[src/rtl/fp_result_collector.sv]
// Reassembles the byte-serial double from the multiplier, classifies it and
// queues it in a small FIFO. Bursts are never stalled; drops and short bursts raise sticky flags.
module fp_result_collector #(
  parameter int DEPTH = 2
) (
  input  logic                     CLK,
  input  logic                     RESET_N,
  input  logic                     READY_IN,
  input  logic [7:0]               DATA_IN,
  input  logic                     OUT_ACCEPT,
  input  logic                     CLR_FLAGS,
  output logic                     OUT_VALID,
  output logic [63:0]              RESULT,
  output logic [2:0]               CLASS,
  output logic                     OVERFLOW,
  output logic                     FRAME_ERR,
  output logic [$clog2(DEPTH):0]   LEVEL
);

  localparam int AW = $clog2(DEPTH);
  localparam int LW = AW + 1;
  localparam logic [LW-1:0] LEVEL_FULL = LW'(DEPTH);

  localparam logic [2:0] CLS_ZERO      = 3'd0;
  localparam logic [2:0] CLS_SUBNORMAL = 3'd1;
  localparam logic [2:0] CLS_NORMAL    = 3'd2;
  localparam logic [2:0] CLS_INF       = 3'd3;
  localparam logic [2:0] CLS_QNAN      = 3'd4;
  localparam logic [2:0] CLS_SNAN      = 3'd5;

  function automatic logic [2:0] classify(input logic [63:0] w);
    logic [10:0] e;
    logic [51:0] f;
    logic [2:0]  c;
    e = w[62:52];
    f = w[51:0];
    if (e == 11'd0) begin
      c = (f == 52'd0) ? CLS_ZERO : CLS_SUBNORMAL;
    end else if (e == 11'h7FF) begin
      if (f == 52'd0) begin
        c = CLS_INF;
      end else if (f[51]) begin
        c = CLS_QNAN;
      end else begin
        c = CLS_SNAN;
      end
    end else begin
      c = CLS_NORMAL;
    end
    return c;
  endfunction

  logic [2:0]    bc_r;
  logic [55:0]   shift_r;
  logic [63:0]   mem_data_r  [DEPTH];
  logic [2:0]    mem_class_r [DEPTH];
  logic [AW-1:0] wr_ptr_r;
  logic [AW-1:0] rd_ptr_r;
  logic [LW-1:0] level_r;
  logic          out_valid_r;
  logic          overflow_r;
  logic          frame_err_r;

  logic [63:0]   word_s;
  logic [2:0]    word_class_s;
  logic          complete_s;
  logic          full_s;
  logic          pop_s;
  logic          push_s;
  logic          drop_s;
  logic          frame_s;
  logic [LW-1:0] level_next_s;

  // Completion, handshake and occupancy decisions for this cycle
  always_comb begin
    word_s       = {DATA_IN, shift_r};
    word_class_s = classify(word_s);
    complete_s   = 1'b0;
    full_s       = 1'b0;
    frame_s      = 1'b0;
    pop_s        = out_valid_r & OUT_ACCEPT;
    if (READY_IN && (bc_r == 3'd7)) begin
      complete_s = 1'b1;
    end else begin
      complete_s = 1'b0;
    end
    if (level_r == LEVEL_FULL) begin
      full_s = 1'b1;
    end else begin
      full_s = 1'b0;
    end
    if (!READY_IN && (bc_r != 3'd0)) begin
      frame_s = 1'b1;
    end else begin
      frame_s = 1'b0;
    end
    // A full FIFO still accepts the new word when the head leaves in the same cycle
    push_s = complete_s & (~full_s | pop_s);
    drop_s = complete_s & full_s & ~pop_s;
    case ({push_s, pop_s})
      2'b10:   level_next_s = level_r + LW'(1);
      2'b01:   level_next_s = level_r - LW'(1);
      default: level_next_s = level_r;
    endcase
  end

  // Byte counter, FIFO pointers, occupancy and sticky flags
  always_ff @(posedge CLK or negedge RESET_N) begin
    if (!RESET_N) begin
      bc_r        <= 3'd0;
      wr_ptr_r    <= '0;
      rd_ptr_r    <= '0;
      level_r     <= '0;
      out_valid_r <= 1'b0;
      overflow_r  <= 1'b0;
      frame_err_r <= 1'b0;
    end else begin
      if (READY_IN) begin
        bc_r <= bc_r + 3'd1;
      end else begin
        bc_r <= 3'd0;
      end
      if (push_s) begin
        wr_ptr_r <= wr_ptr_r + AW'(1);
      end
      if (pop_s) begin
        rd_ptr_r <= rd_ptr_r + AW'(1);
      end
      level_r     <= level_next_s;
      out_valid_r <= (level_next_s != '0);
      if (drop_s) begin
        overflow_r <= 1'b1;
      end else if (CLR_FLAGS) begin
        overflow_r <= 1'b0;
      end
      if (frame_s) begin
        frame_err_r <= 1'b1;
      end else if (CLR_FLAGS) begin
        frame_err_r <= 1'b0;
      end
    end
  end

  // Holding slots for bytes 0..6; byte 7 goes straight from DATA_IN into the FIFO
  always_ff @(posedge CLK) begin
    if (READY_IN) begin
      case (bc_r)
        3'd0:    shift_r[7:0]   <= DATA_IN;
        3'd1:    shift_r[15:8]  <= DATA_IN;
        3'd2:    shift_r[23:16] <= DATA_IN;
        3'd3:    shift_r[31:24] <= DATA_IN;
        3'd4:    shift_r[39:32] <= DATA_IN;
        3'd5:    shift_r[47:40] <= DATA_IN;
        3'd6:    shift_r[55:48] <= DATA_IN;
        default: shift_r        <= shift_r;
      endcase
    end
  end

  // FIFO storage, left unreset; outputs are gated while empty
  always_ff @(posedge CLK) begin
    if (push_s) begin
      mem_data_r[wr_ptr_r]  <= word_s;
      mem_class_r[wr_ptr_r] <= word_class_s;
    end
  end

  assign OUT_VALID = out_valid_r;
  assign RESULT    = out_valid_r ? mem_data_r[rd_ptr_r] : 64'd0;
  assign CLASS     = out_valid_r ? mem_class_r[rd_ptr_r] : 3'd0;
  assign OVERFLOW  = overflow_r;
  assign FRAME_ERR = frame_err_r;
  assign LEVEL     = level_r;

endmodule

[config.mk]
export PLATFORM = sky130hd
export DESIGN_NAME = fp_result_collector
export DESIGN_NICKNAME = d
export VERILOG_FILES = /design/src/rtl/fp_result_collector.sv
export SDC_FILE = /design/constraint.sdc
export NUM_CORES = 1
export LEC_CHECK = 0
export BUFFER_PORTS_ARGS = -buffer_cell sky130_fd_sc_hd__clkbuf_2
export CORE_ASPECT_RATIO = 0.6
export CORE_MARGIN = 2
export CORE_UTILIZATION = 52
export DETAILED_ROUTE_END_ITERATION = 10
export PLACE_DENSITY = 0.75
export REMOVE_ABC_BUFFERS = 1
export SYNTH_ARGS = -nofsm -noshare
export SYNTH_HDL_FRONTEND = slang
export SYNTH_SLANG_ARGS = --single-unit
[constraint.sdc]
create_clock -name CLK -period 4.05 [get_ports CLK]
set_clock_uncertainty 0.2 [all_clocks]
set_input_delay 0.2025 -clock CLK [delete_from_list [all_inputs] [get_ports CLK]]
set_output_delay 0.2025 -clock CLK [all_outputs]
set_load 0.05 [all_outputs]
After elaboration in Yosys (flattened, before gate mapping)
Memories as Yosys holds them, arrays and structs flattened.
Index checks and enable logic that the tools add are counted.
- register bits after elaboration: 66
- latch bits: 0
- memory bits (writable): 134
- bits in read-only memories: 0
- input port bits: 13
- output and inout port bits: 72
- logic and storage cells: 73
- memories kept: 2
- memory list (memory ; depth ; width ; rd ports ; clocked after memory_dff ; wr ports ; RTL line ; text):
    mem_data_r ; 2 ; 64 ; 1 ; 0 ; 1 ; 55 ; logic [63:0] mem_data_r [DEPTH];
    mem_class_r ; 2 ; 3 ; 1 ; 0 ; 1 ; 56 ; logic [2:0] mem_class_r [DEPTH];
- add/subtract/negate cells: 5
- $mul: 0
- div/mod/pow operators: 0
- $lt $le $gt $ge: 0
- eq/ne operators: 11
- shift operators: 0
- muxes and demuxes: 17
- bitwise logic cells: 7
- reduce and logical (&&, ||, !) cells: 17
- operator list (kind ; number):
    $mux 64 ; 1
    $logic_not 52->1 ; 1
    $mux 3 ; 5
    $reduce_and 2->1 ; 7
    $eq 3x3->1 const B ; 4
    $eq 11x11->1 const B ; 1
    $logic_not 11->1 ; 1
    $mux 1 ; 10
    $eq 3x2->1 const B ; 2
    $reduce_bool 2->1 ; 3
    $and 1x1->1 ; 4
    $eq 2x2->1 const B ; 2
    $pmux 2 s2 ; 1
    $add 3x1->3 const B ; 1
    $eq 3x1->1 const B ; 1
    $logic_not 3->1 ; 1
    $reduce_bool 3->1 ; 1
    $add 1x1->1 const B ; 2
    $add 2x1->2 const B ; 1
    $eq 2x1->1 const B ; 1
    $logic_and 1x1->1 ; 2
    $not 1->1 ; 2
    $sub 2x1->2 const B ; 1
    $logic_not 1->1 ; 1
    $or 1x1->1 ; 1

Depth between registers and ports, before layout
- depth in word-level cells: 8
- depth in mapped cells: 8
- depth with buffers taken out: 8

Worst setup path before layout
OpenSTA, ideal clock, no wires.
- path type: register to register
- from: register out_valid_r, in the netlist OUT_VALID
- to: memory mem_class_r[0][0] (enable)
- library setup time: 493 ps
- arrival: 3973 ps
- required time: 3357 ps
- setup slack: -616 ps
- stages on the path, launching flop included: 5
- path buffers: 0
- cell sequence: dfrtp_1 -> nand2_1 -> nand3b_1 -> nand3_1 -> nor2_1
- word-level cells in the longest chain between the ends: 5
- RTL lines (item ; RTL line ; text):
    start: declaration ; 60 ; logic out_valid_r;
    start signal: assignment ; 130 ; out_valid_r <= (level_next_s != '0);
    $and 1x1->1 ; 81 ; pop_s = out_valid_r & OUT_ACCEPT;
    $or 1x1->1 ; 98 ; push_s = complete_s & (~full_s | pop_s);
    $and 1x1->1 ; 98 ;
    $mux 1 ; 162 ; if (push_s) begin
    $mux 1 (implied by the code) ; 164 ; mem_class_r[wr_ptr_r] <= word_class_s;
    end: declaration ; 56 ;
No other way between the ends.

Final worst setup path
- from: register rd_ptr_r
- to: output RESULT[54]
- word-level cells in the longest chain between the ends: 2
- RTL lines (item ; RTL line ; text):
    start: declaration ; 58 ; logic [AW-1:0] rd_ptr_r;
    start signal: assignment ; 127 ; rd_ptr_r <= rd_ptr_r + AW'(1);
    $mem_v2 2x64 ; -- ;
    $mux 64 ; 169 ; assign RESULT = out_valid_r ? mem_data_r[rd_ptr_r] : 64'd0;
    end: declaration ; 13 ; output logic [63:0] RESULT,
No other way between the ends.

==> flow_summary.json <==
{
  "drv_slew": 0,
  "cts_buffer_depth": 2,
  "cts_tree": "yes",
  "multi_input_area_mm2": 0.001548,
  "rows": 34,
  "grt_max_degree": 69,
  "via_per_inst": 5.228,
  "n_fill_cell": 1090,
  "drc": 0,
  "synth_cell_types": 26,
  "crit_end": "RESULT[54]",
  "leakagePower_nw": 3.258,
  "antenna_left": 0,
  "end_kind": "output port",
  "cts_hold_buffers": 8,
  "initial_core_util_pct": 52.74,
  "cts.sinks": 200,
  "synth_area_leaders": "edfxtp_1 75%, mux2i_1 8.8%, nor2b_1 5.7%",
  "die_w_um": 159.9,
  "grt_pass1_wl_um": 21840,
  "fin_nets": 542,
  "avgSynthCellArea_um2": 17.97,
  "seqCellArea_mm2": 0.005959,
  "startpoint_type": "register",
  "path_max_fanout": 35,
  "hold_path_class": "in2reg",
  "arrival_ns": 2.40,
  "die_y_um": 97.54,
  "crit_start": "rd_ptr_r$_DFFE_PN0N_",
  "num_vias": 3832,
  "finalCritPeriodShare_pct": 69.09,
  "synthTopCellsByCount": "190 x edfxtp_1, 69 x nor2b_1, 67 x mux2i_1",
  "ys_warn_count": 0,
  "status": "finished, final reports clean",
  "ys_seq_area_share_pct": 78.53,
  "cts_root_buf": "clkbuf_16",
  "r2r_slack_ns": 1.71,
  "fmax_mhz": 357.4,
  "place.gp.congestion": 0.7874,
  "ys_seq_elements": 200,
  "ctsResizeCount": 0,
  "finalCriticalPeriod_ns": 2.798,
  "drv_cap": 0,
  "power_w": 0.006116,
  "dr.pass1.iters": 5,
  "yosysMostFrequentCell": "edfxtp_1",
  "post-cts-setup-buffers": 0,
  "grtUsageTotal_pct": 18.81,
  "drt_iter0_markers": 362,
  "htree_num_levels": 4,
  "antennaDiodeCount": 0,
  "r2r_cells": 5,
  "required_ns": 3.65,
  "min_from": "DATA_IN[3]",
  "hold_viol_final": 0,
  "relSlewSlack_pct": 41.64,
  "insertion_delay_ns": 0.42,
  "synth_top_area_share_pct": 75.24,
  "cts_buffers": 17,
  "setup_viol": 0,
  "core_area_mm2": 0.01438,
  "peakVddDrop_mv": 0.4035,
  "clk_transition_reported_paths_ns": 0.07,
  "area_growth_pct": 17.93,
  "pin_count": 85,
  "syn_area_mm2": 0.007584,
  "holdWs_ns": 0.03035,
  "grt_overflow_total": 0,
  "port_buffers": 84,
  "routed_wl_um": 14060,
  "grt_pass1_vias": 3793,
  "synth-edff-count": 190,
  "async_reset_ff_share_pct": 5.000,
  "grt_setup_unrepaired": "no",
  "power_density_mw_per_mm2": 683.8,
  "r2r_start": "bc_r[0]$_DFF_PN0_",
  "wire_per_inst_um": 19.19,
  "r2r-end": "mem_data_r[0][20]$_DFFE_PP_",
  "drive_above_1_share_pct": 23.93,
  "ys.flop_type": "edfxtp_1",
  "antenna_found_initial": 0,
  "place_hpwl_um": 8602,
  "worstSetupPathType": "reg2out",
  "dieArea_mm2": 0.01560,
  "netlist_instances": 422,
  "tightest_slew_ns": 0.8722,
  "synth_top_area_cell": "edfxtp_1"
}
[power breakdown]
group / total, W / switching [W] / internal (W)
clock network: 0.00172 / 0.000737 / 0.000978
registers: 0.00243 / 0.000127 / 0.00230
logic: 0.00197 / 0.00143 / 0.000543
[worst max-delay path: stages, from the launching register on]
cell and delay, ns:
dfrtp_4 0.84, buf_4 0.44, mux2i_1 0.33, nor2b_1 0.10
clkbuf_2 0.25
[logic make-up after synthesis]
| group | after synthesis | synth area share, % |
|---|---|---|
| AOI/OAI and AO/OA | 5 | 0.4621 |
| muxes | 67 | 8.843 |
| buffers and inverters | 23 | 1.254 |
| DFF | 200 | 78.53 |
| adders and majority gates | 7 | 1.155 |
| and+or+nand+nor | 115 | 9.173 |
| xor gates and xnor gates | 5 | 0.5774 |
[cell usage in the layout, fill, tap and decap left out, drive strengths merged, types with 4 or more instances in the layout]
| cell type | count |
|---|---|
| nand2 | 7 |
| inv | 11 |
| nor4 | 16 |
| clkinv | 6 |
| nor2 | 9 |
| buf | 5 |
| xnor2 | 4 |
| ha | 7 |
| dlygate4sd3 | 8 |
| mux2i | 67 |
| nor2b | 69 |
| edfxtp | 190 |
| clkbuf | 102 |
| nand4 | 4 |
| dfrtp | 10 |
[metal layers]
layer	global-route usage, %	wire length, um	vias to the layer above
met5	0	0	-
met4	4.782	126	0
met3	4.353	797	14
met2	27.77	6394	126
met1	28.57	6744	1906
li1	-	-	1786
[how the worst min path moves through the flow]
stage,to,cells past startpoint,slack [ns]
floorplan,FRAME_ERR$_DFFE_PN0P_,0,-0.29
global placement,OUT_VALID$_DFF_PN0_,1,-0.12
detailed placement,LEVEL[0]$_DFF_PN0_,1,-0.11
CTS,shift_r[11]$_DFFE_PP_,1,0.01
global route,shift_r[11]$_DFFE_PP_,1,0.006
finish,shift_r[43]$_DFFE_PP_,1,0.03
[sequential cells by signal, summed over array words and instances, names as in the netlist]
name	flops
bc_r	3
shift_r	56
mem_data_r	128
rd_ptr_r	1
mem_class_r	6
OVERFLOW	1
LEVEL	2
FRAME_ERR	1
wr_ptr_r	1
OUT_VALID	1
[per-stage QoR]
step	setup slack [ns]	utilization, %	instance area [um2]	TNS (ns)	cells
CTS	1.212	62.20	8944	0	733
global placement	1.752	57.47	8264	0	693
finish	1.252	62.20	8944	0	733
global route	1.140	62.20	8944	0	733
floorplan	-1.275	-	7515	-170.84	406
detailed placement	1.689	57.47	8264	0	693
[cell type report]
type / count / area share (%)
multi-input cells: 199 / 17.31
flip-flops and latches: 200 / 66.63
inverters: 7 / 0.2938
clock inverters: 14 / 1.903
clock buffers: 18 / 4.799
well taps: 198 / 2.770
repair buffers: 97 / 6.295
Note: power is estimated with default switching activity, not from simulation.
